[src/rtl/core_pkg.sv]
// Shared core definitions: instruction class patterns, forwarding/hazard enums
// and the decoded register-usage record.
package core_pkg;

  // Class patterns for casez decode (RV32I base opcodes)
  localparam logic [31:0] I_ALL_LOADS = 32'b????????????_?????_???_?????_0000011;
  localparam logic [31:0] S_ALL       = 32'b???????_?????_?????_0??_?????_0100011;
  localparam logic [31:0] R_ALL       = 32'b0?00000_?????_?????_???_?????_0110011;

  typedef enum logic [1:0] {
    FWD_NONE = 2'd0,
    FWD_EX   = 2'd1,
    FWD_MEM  = 2'd2
  } fwd_sel_e;

  typedef enum logic [1:0] {
    RUN        = 2'd0,
    LOAD_STALL = 2'd1,
    MEM_WAIT   = 2'd2
  } hz_state_e;

  typedef struct packed {
    logic       rd_we;
    logic       rs1_use;
    logic       rs2_use;
    logic       is_load;
    logic [4:0] rd;
    logic [4:0] rs1;
    logic [4:0] rs2;
  } instr_uses_t;

  typedef struct packed {
    logic       valid;
    logic [4:0] rd;
    logic       is_load;
  } ex_rec_t;

  typedef struct packed {
    logic       valid;
    logic [4:0] rd;
  } mem_rec_t;

endpackage

[src/rtl/hazard_ctrl_if.sv]
// Execute-stage hazard interface: instruction/memory status in, pipeline
// control and forwarding selects out.
interface hazard_ctrl_if #(
  parameter int CNT_W = 16
);
  import core_pkg::*;

  logic [31:0]      instr_i;
  logic             valid_i;
  logic             mem_ready_i;
  logic             stall_o;
  logic             bubble_o;
  logic             hold_o;
  fwd_sel_e         fwd_rs1_sel_o;
  fwd_sel_e         fwd_rs2_sel_o;
  logic [CNT_W-1:0] stall_cnt_o;

  modport master (
    output instr_i, valid_i, mem_ready_i,
    input  stall_o, bubble_o, hold_o, fwd_rs1_sel_o, fwd_rs2_sel_o, stall_cnt_o
  );

  modport slave (
    input  instr_i, valid_i, mem_ready_i,
    output stall_o, bubble_o, hold_o, fwd_rs1_sel_o, fwd_rs2_sel_o, stall_cnt_o
  );

endinterface

[src/rtl/instr_uses.sv]
// Combinational register-usage decode of one instruction; index 0 and
// invalid slots never report a use.
module instr_uses
  import core_pkg::*;
(
  input  logic [31:0] instr,
  input  logic        valid,
  output instr_uses_t uses
);

  logic wr;
  logic r1;
  logic r2;
  logic ld;

  always_comb begin
    wr = 1'b0;
    r1 = 1'b0;
    r2 = 1'b0;
    ld = 1'b0;
    casez (instr)
      I_ALL_LOADS: begin wr = 1'b1; r1 = 1'b1; ld = 1'b1; end
      S_ALL:       begin r1 = 1'b1; r2 = 1'b1; end
      R_ALL:       begin wr = 1'b1; r1 = 1'b1; r2 = 1'b1; end
      default:     ;
    endcase
  end

  always_comb begin
    uses         = '0;
    uses.rd      = instr[11:7];
    uses.rs1     = instr[19:15];
    uses.rs2     = instr[24:20];
    uses.rd_we   = valid && wr && (instr[11:7] != 5'd0);
    uses.rs1_use = valid && r1 && (instr[19:15] != 5'd0);
    uses.rs2_use = valid && r2 && (instr[24:20] != 5'd0);
    uses.is_load = valid && ld;
  end

endmodule

[src/rtl/hazard_ctrl.sv]
// Hazard controller beside the execute stage: forwarding selects, load-use
// bubble, memory-wait freeze and a saturating stall-cycle counter.
module hazard_ctrl
  import core_pkg::*;
#(
  parameter int CNT_W      = 16,
  parameter bit ENABLE_FWD = 1'b1
) (
  input  logic          clk,
  input  logic          rst_n,
  hazard_ctrl_if.slave  hz
);

  instr_uses_t      uses;
  ex_rec_t          ex_rec_reg;
  ex_rec_t          ex_rec_next;
  mem_rec_t         mem_rec_reg;
  mem_rec_t         mem_rec_next;
  hz_state_e        state_reg;
  hz_state_e        state_next;
  logic [CNT_W-1:0] cnt_reg;

  logic             stall;
  logic             bubble;
  logic             hold;
  logic [1:0]       rs_use;
  logic [1:0][4:0]  rs_idx;
  logic [1:0]       ex_hit;
  logic [1:0]       mem_hit;
  fwd_sel_e         fwd_sel [2];
  logic             load_use;
  logic             raw_hazard;

  instr_uses u_dec (
    .instr (hz.instr_i),
    .valid (hz.valid_i),
    .uses  (uses)
  );

  assign rs_use = {uses.rs2_use, uses.rs1_use};
  assign rs_idx = {uses.rs2, uses.rs1};

  // Youngest producer (EX/MEM) wins over MEM/WB
  genvar gi;
  generate
    for (gi = 0; gi < 2; gi++) begin : g_rs
      assign ex_hit[gi]  = ex_rec_reg.valid && rs_use[gi] && (ex_rec_reg.rd == rs_idx[gi]);
      assign mem_hit[gi] = mem_rec_reg.valid && rs_use[gi] && (mem_rec_reg.rd == rs_idx[gi]);
      assign fwd_sel[gi] = !ENABLE_FWD ? FWD_NONE :
                           ex_hit[gi]  ? FWD_EX   :
                           mem_hit[gi] ? FWD_MEM  : FWD_NONE;
    end
  endgenerate

  assign load_use   = ex_rec_reg.is_load && (|ex_hit);
  assign raw_hazard = ENABLE_FWD ? load_use : ((|ex_hit) || (|mem_hit));

  // A memory wait dominates in every state; otherwise a RAW hazard bubbles.
  // LOAD_STALL only recurs without forwarding, while the producer sits in MEM/WB.
  always_comb begin
    state_next = state_reg;
    stall      = 1'b0;
    bubble     = 1'b0;
    hold       = 1'b0;
    case (state_reg)
      RUN, LOAD_STALL, MEM_WAIT: begin
        if (!hz.mem_ready_i) begin
          stall      = 1'b1;
          hold       = 1'b1;
          state_next = MEM_WAIT;
        end else if (raw_hazard) begin
          stall      = 1'b1;
          bubble     = 1'b1;
          state_next = LOAD_STALL;
        end else begin
          state_next = RUN;
        end
      end
      default: state_next = RUN;
    endcase
  end

  always_comb begin
    mem_rec_next = '{valid: ex_rec_reg.valid, rd: ex_rec_reg.rd};
    ex_rec_next  = bubble ? '0 : '{valid: uses.rd_we, rd: uses.rd, is_load: uses.is_load && uses.rd_we};
  end

  always_ff @(posedge clk or negedge rst_n) begin
    if (!rst_n) begin
      state_reg   <= RUN;
      ex_rec_reg  <= '0;
      mem_rec_reg <= '0;
      cnt_reg     <= '0;
    end else begin
      state_reg <= state_next;
      if (!hold) begin
        mem_rec_reg <= mem_rec_next;
        ex_rec_reg  <= ex_rec_next;
      end
      if (stall && (cnt_reg != '1)) begin
        cnt_reg <= cnt_reg + CNT_W'(1);
      end
    end
  end

  assign hz.stall_o       = stall;
  assign hz.bubble_o      = bubble;
  assign hz.hold_o        = hold;
  assign hz.fwd_rs1_sel_o = fwd_sel[0];
  assign hz.fwd_rs2_sel_o = fwd_sel[1];
  assign hz.stall_cnt_o   = cnt_reg;

endmodule

[src/flat_wrapper.sv]
// flat-port wrapper written by rule: the top's interface ports become plain ports
module hazard_ctrl_flat import core_pkg::*;
#(
  parameter int CNT_W      = 16,
  parameter bit ENABLE_FWD = 1'b1
)
  (clk, rst_n, hz_instr_i, hz_valid_i, hz_mem_ready_i, hz_stall_o, hz_bubble_o, hz_hold_o, hz_fwd_rs1_sel_o, hz_fwd_rs2_sel_o, hz_stall_cnt_o);
  hazard_ctrl_if #(.CNT_W(CNT_W)) hz_i ();
  input  logic clk;
  input  logic rst_n;
  input wire logic [$bits(hz_i.instr_i)-1:0] hz_instr_i;
  input wire logic [$bits(hz_i.valid_i)-1:0] hz_valid_i;
  input wire logic [$bits(hz_i.mem_ready_i)-1:0] hz_mem_ready_i;
  output wire logic [$bits(hz_i.stall_o)-1:0] hz_stall_o;
  output wire logic [$bits(hz_i.bubble_o)-1:0] hz_bubble_o;
  output wire logic [$bits(hz_i.hold_o)-1:0] hz_hold_o;
  output wire logic [$bits(hz_i.fwd_rs1_sel_o)-1:0] hz_fwd_rs1_sel_o;
  output wire logic [$bits(hz_i.fwd_rs2_sel_o)-1:0] hz_fwd_rs2_sel_o;
  output wire logic [$bits(hz_i.stall_cnt_o)-1:0] hz_stall_cnt_o;
  assign hz_i.instr_i = hz_instr_i;
  assign hz_i.valid_i = hz_valid_i;
  assign hz_i.mem_ready_i = hz_mem_ready_i;
  assign hz_stall_o = hz_i.stall_o;
  assign hz_bubble_o = hz_i.bubble_o;
  assign hz_hold_o = hz_i.hold_o;
  assign hz_fwd_rs1_sel_o = hz_i.fwd_rs1_sel_o;
  assign hz_fwd_rs2_sel_o = hz_i.fwd_rs2_sel_o;
  assign hz_stall_cnt_o = hz_i.stall_cnt_o;
  hazard_ctrl #(.CNT_W(CNT_W), .ENABLE_FWD(ENABLE_FWD)) u_core (.clk(clk), .rst_n(rst_n), .hz(hz_i));
endmodule
[config.mk]
export PLATFORM = sky130hd
export DESIGN_NAME = hazard_ctrl_flat
export DESIGN_NICKNAME = d
export VERILOG_FILES = /design/src/rtl/core_pkg.sv /design/src/rtl/hazard_ctrl_if.sv /design/src/rtl/instr_uses.sv /design/src/rtl/hazard_ctrl.sv /design/src/flat_wrapper.sv
export SDC_FILE = /design/constraint.sdc
export NUM_CORES = 1
export LEC_CHECK = 0
export BUFFER_PORTS_ARGS = -buffer_cell sky130_fd_sc_hd__buf_2
export CORE_AREA = 2 2 46 90
export DETAILED_ROUTE_END_ITERATION = 12
export DIE_AREA = 0 0 48 92
export GPL_ROUTABILITY_DRIVEN = 0
export PLACE_DENSITY = 0.78
export SYNTH_ARGS = -nofsm -noshare
export SYNTH_HDL_FRONTEND = slang
export SYNTH_SLANG_ARGS = --single-unit
[constraint.sdc]
create_clock -name clk -period 2.5 [get_ports clk]
set_input_delay 0 -clock clk [delete_from_list [all_inputs] [get_ports clk]]
set_output_delay 0 -clock clk [all_outputs]
set_load 0.02 [all_outputs]
Yosys cells after proc, flatten, opt, wreduce, memory -nomap -nowiden

Index checks and enable logic that the tools add are counted.

Memories: 0
Bits of input ports: 36
Latch bits: 0
Output and inout bits: 23
Bits in read-only memories: 0
Logic and storage cells: 64
Register bits after elaboration: 31
Memory bits (writable): 0

Bitwise gates (word level): 0
Shifts and indexed selects: 0
Div/mod/pow operators: 0
Add/sub/neg operators: 1
Reductions and logical operators: 27
$lt $le $gt $ge: 0
Equal/unequal tests: 10
Multipliers: 0
Multiplexer cells: 19

Operators by type and width:

| cell                  | number |
|---|---|
| $eq 5x5->1            | 4 |
| $logic_and 1x1->1     | 18 |
| $add 16x1->16 const B | 1 |
| $ne 16x16->1 const B  | 1 |
| $reduce_bool 5->1     | 3 |
| $eq 13x6->1 const B   | 1 |
| $mux 1                | 12 |
| $mux 2                | 6 |
| $eq 8x6->1 const B    | 1 |
| $eq 7x2->1 const B    | 1 |
| $mux 7                | 1 |
| $reduce_or 2->1       | 3 |
| $reduce_or 3->1       | 2 |
| $eq 2x1->1 const B    | 1 |
| $eq 2x2->1 const B    | 1 |
| $logic_not 2->1       | 1 |

Longest topological paths before layout

Depth after elaboration: 13
Depth in mapped cells: 9

By module

A second synthesis with hierarchy kept.

Cells, all modules: 178
Area total of the unflattened synthesis: 1878.1 sq um

By module, submodules not included:

| module      | cells an instance | area an instance (sq um) | sequential area each (sq um) | instances |
|---|---|---|---|---|
| hazard_ctrl | 145               | 1650.3                   | 775.7                        | 1 |
| instr_uses  | 33                | 227.7                    | 0.0                          | 1 |

Worst setup path after synthesis

No wires, ideal clock.

Path type: reg-to-reg
From: reg u_core.ex_rec_reg[2] in the netlist's numbering
To: reg u_core.cnt_reg[14], in the netlist u_core.hz.stall_cnt_o[14]
Buffers on the path: 0
Arrival time: 1916 ps
Slack: 457 ps
Stages on the path, launching flop included: 8
Data required time: 2372 ps
Setup time: 128 ps
Period minus slack after synthesis: 2043 ps
Cells stage by stage: dfrtp_1 > xor2_1 > nor4_1 > and3_2 > a22oi_4 > o21ai_2 > nand4_1 > mux2_1

Longest elaborated chain between the ends: 8

Ends and longest elaborated chain:

| element                | RTL line           | source |
|---|---|---|
| start, declared        | hazard_ctrl.sv:15  | `ex_rec_t ex_rec_reg;` |
| start signal, assigned | hazard_ctrl.sv:98  | `ex_rec_reg <= ex_rec_next;` |
| $eq 5x5->1             | hazard_ctrl.sv:47  | `assign ex_hit[gi] = ex_rec_reg.valid && rs_use[gi] && (ex_rec_reg.rd == rs_idx[gi]);` |
| $logic_and 1x1->1      | hazard_ctrl.sv:47  |  |
| $reduce_or 2->1 *      | hazard_ctrl.sv:55  | `assign load_use = ex_rec_reg.is_load && (\|ex_hit);` |
| $logic_and 1x1->1 *    | hazard_ctrl.sv:55  |  |
| $mux 1 *               | hazard_ctrl.sv:71  | `end else if (raw_hazard) begin` |
| $mux 1 *               | hazard_ctrl.sv:67  | `if (!hz.mem_ready_i) begin` |
| $mux 1 *               | hazard_ctrl.sv:65  | `case (state_reg)` |
| via hz_stall_o         | flat_wrapper.sv:14 | `output wire logic [$bits(hz_i.stall_o)-1:0] hz_stall_o;` |
| $logic_and 1x1->1 *    | hazard_ctrl.sv:100 | `if (stall && (cnt_reg != '1)) begin` |
| end signal, assigned   | hazard_ctrl.sv:101 | `cnt_reg <= cnt_reg + CNT_W'(1);` |
| end, declared          | hazard_ctrl.sv:21  | `logic [CNT_W-1:0] cnt_reg;` |

Mark *: on every way through the listed nets, which the timed path passes. The rest lies on a longest branch.
A chain may end at the register's enable or synchronous reset.

Worst setup path in the final report

From: reg u_core.ex_rec_reg[3] in the netlist's numbering
To: out hz_bubble_o

Longest elaborated chain between the ends: 7

Ends and longest elaborated chain:

| element             | RTL line           | source |
|---|---|---|
| $eq 5x5->1          | hazard_ctrl.sv:47  |  |
| $logic_and 1x1->1   | hazard_ctrl.sv:47  |  |
| $reduce_or 2->1 *   | hazard_ctrl.sv:55  |  |
| $logic_and 1x1->1 * | hazard_ctrl.sv:55  |  |
| $mux 1 *            | hazard_ctrl.sv:71  |  |
| $mux 1 *            | hazard_ctrl.sv:67  |  |
| $mux 1 *            | hazard_ctrl.sv:65  |  |
| end, declared       | flat_wrapper.sv:15 | `output wire logic [$bits(hz_i.bubble_o)-1:0] hz_bubble_o;` |

Mark *: on every way between the ends. The rest lies on a longest branch, timed or not.

==> flow_summary.json <==
{
  "status": "completed",
  "fillCellCount": 329,
  "cp.arrival_ns": 2.21,
  "synthDistinctLibCells": 43,
  "finClkSkew_ns": 0.00246,
  "synth_warnings": 0,
  "syn_area_per_cell_um2": 9.98,
  "endpoint_kind": "output port",
  "layout_common_cells": "buf_2, nand2_1, dfrtp_1",
  "multiInputGateArea_um2": 998,
  "r2r_start": "u_core.hz.stall_cnt_o[0]",
  "drc": 0,
  "hpwl_mm": 3.20,
  "timing.final.max_slew_violations": 0,
  "port_buffers": 55,
  "power_density_nw_per_um2": 624,
  "yosysTopAreaCell": "dfrtp_1",
  "crit_path_max_fanout": 7,
  "htree_levels": 2,
  "die_w_um": 48,
  "largest_reg_flops": 16,
  "clk_pin_slew_ns": 0.06,
  "grt_pass1_vias": 1547,
  "synth.top_cell.area_share_pct": 43.2,
  "period_share_pct": 88.3,
  "crit_start": "u_core.ex_rec_reg[3]",
  "crit_type": "register to output port",
  "drt_iter0_markers": 27,
  "antenna_cells": 0,
  "r2r-end": "u_core.hz.stall_cnt_o[1]",
  "yosys-top-cells-area": "dfrtp_1, nand2_1, xor2_1, xnor2_1, nand4_1",
  "drive_gt1_share_pct": 31.6,
  "clkLatencyLatePin_ns": 0.28,
  "setup.worst_path.start_class": "register",
  "final_nets": 286,
  "r2r_cells": 7,
  "worst_slew_pin_slew_ns": 0.689,
  "vias": 1538,
  "wire_per_inst_um": 14.0,
  "grt_overflow": 0,
  "synthCells": 180,
  "start_util_pct": 47.2,
  "core_um2": 3800,
  "setup_viol": 0,
  "cts_buffer_depth": 2,
  "cts_tree": "done",
  "cp_data_required_time_ns": 2.50,
  "fin_setup_tns_ns": 0,
  "post-cts-setup-buffer-count": 0,
  "drt-vias-per-instance": 5.11,
  "grt_setup_unrepaired": "false",
  "fmax_mhz": 453,
  "peakVddDrop_v": 0.000568,
  "cts_sinks": 31,
  "num_rows": 32,
  "ys_seq_area_share_pct": 43.2,
  "synthArstFlopShare_pct": 100,
  "fin_crit_ns": 2.21,
  "grtUsageTotal_pct": 21.4,
  "rrSetupSlack_ns": 0.35,
  "final_hold_viol_count": 0,
  "ant_nets": 0,
  "numCtsBuffers": 5,
  "drt-pass1-iter-count": 4,
  "antenna_found_initial": 0,
  "die_area_um2": 4420,
  "synth_edf_count": 0,
  "final_common_cell": "buf_2",
  "cap_violations": 0,
  "die_y_um": 92,
  "ys_seq_elements": 31,
  "slew_headroom_pct": 54.1,
  "top_level_ports": 59,
  "p_total_mw": 1.45,
  "routed_wl_mm": 4.22,
  "area_growth_pct": 28.8,
  "synthFlopType": "dfrtp_1",
  "min_path_type": "input port to register",
  "grt_pass1_wl_mm": 6.71,
  "critPathCapture": "hz_bubble_o",
  "cts-root-buf": "clkbuf_8",
  "grt_max_degree": 32,
  "seq_area_um2": 776,
  "synth_area_um2": 1800,
  "power.leakage_nw": 1.13,
  "postSynthNetCount": 217
}
[through the flow]
| step | instances | cell area [um^2] | util (%) | hold WS, ns | worst slack (ns) |
|---|---|---|---|---|---|
| after floorplan | 180 | 1800 | - | -0.296 | 0.457 |
| final | 301 | 2310 | 60.9 | 0.173 | 0.293 |
| after CTS | 301 | 2310 | 60.9 | 0.165 | 0.285 |
| after global placement | 284 | 2120 | 55.9 | 0.0816 | 0.384 |
| after detailed placement | 284 | 2120 | 55.9 | 0.0806 | 0.365 |
| after global routing | 301 | 2310 | 60.9 | 0.226 | 0.135 |
[where the power goes]
part           switching [mW]  leakage [nW]  internal (mW)
Sequential             0.0819         0.402          0.574
Combinational           0.201         0.680          0.160
Clock                   0.178        0.0515          0.251
Total                   0.461          1.13          0.985
[worst max-delay path, stage by stage, from the launching register on]
cell	delay (ns)
dfrtp_1	0.43
xor2_1	0.18
nor4_1	0.32
and3_2	0.29
a22oi_4	0.09
nor2_2	0.26
and2_1	0.19
buf_2	0.17
[layout make-up]
class                      count  area share, %
timing repair buffer          65           16.1
clock buffer                   8           4.32
sequential                    31           33.5
inverter                       1          0.162
tap                           51           2.76
multi-input combinational    145           43.1
[worst min-delay path by stage]
stage	end	from	slack, ns	cells past startpoint
finish	u_core.ex_rec_reg[0]	hz_instr_i[2]	0.17	4
global route	u_core.ex_rec_reg[0]	hz_instr_i[6]	0.23	4
CTS	u_core.ex_rec_reg[0]	hz_instr_i[6]	0.17	4
detailed placement	u_core.hz.stall_cnt_o[12]	rst_n	0.08	1
global placement	u_core.hz.stall_cnt_o[12]	rst_n	0.08	1
floorplan	u_core.ex_rec_reg[0]	rst_n	-0.30	0
[per-layer routing]
layer	vias up	part of all wire, %	global-route usage (%)
li1	766	-	-
met1	724	37	20.0
met2	39	57	39.4
met3	9	3.4	4.92
met4	0	2.5	9.46
met5	-	0	0
[cells in the mapped netlist, types with 2 or more instances]
cell type and number:
dfrtp_1 31, xor2_1 17, nor3b_1 2, and2_1 4, and3_2 2, nor3_1 2, o21ai_0 6, nor4_1 4
and3_1 6, xnor2_1 14, mux2_1 4, nand3_1 5, nor2_1 4, nand4_1 10, nand2_1 41
[kinds of logic (layout without fill, tap and decap cells)]
logic type | count (synthesis) | count (layout) | share of synthesized area (%)
AND/OR/NAND/NOR | 91 | 91 | 28.3
XOR/XNOR | 31 | 31 | 15.1
flip-flops | 31 | 31 | 43.2
AO/OA/AOI/OAI | 18 | 18 | 8.91
multiplexers | 4 | 4 | 2.51
buffers and inverters | 4 | 74 | 1.25
adder cells (fa/ha/maj) | 1 | 1 | 0.696
[timing repair]
action,in CTS,in global routing
hold endpoints to repair,38,0
gates resized for setup,0,0
hold buffers,9,0
Power figures use the tool's default switching activity.
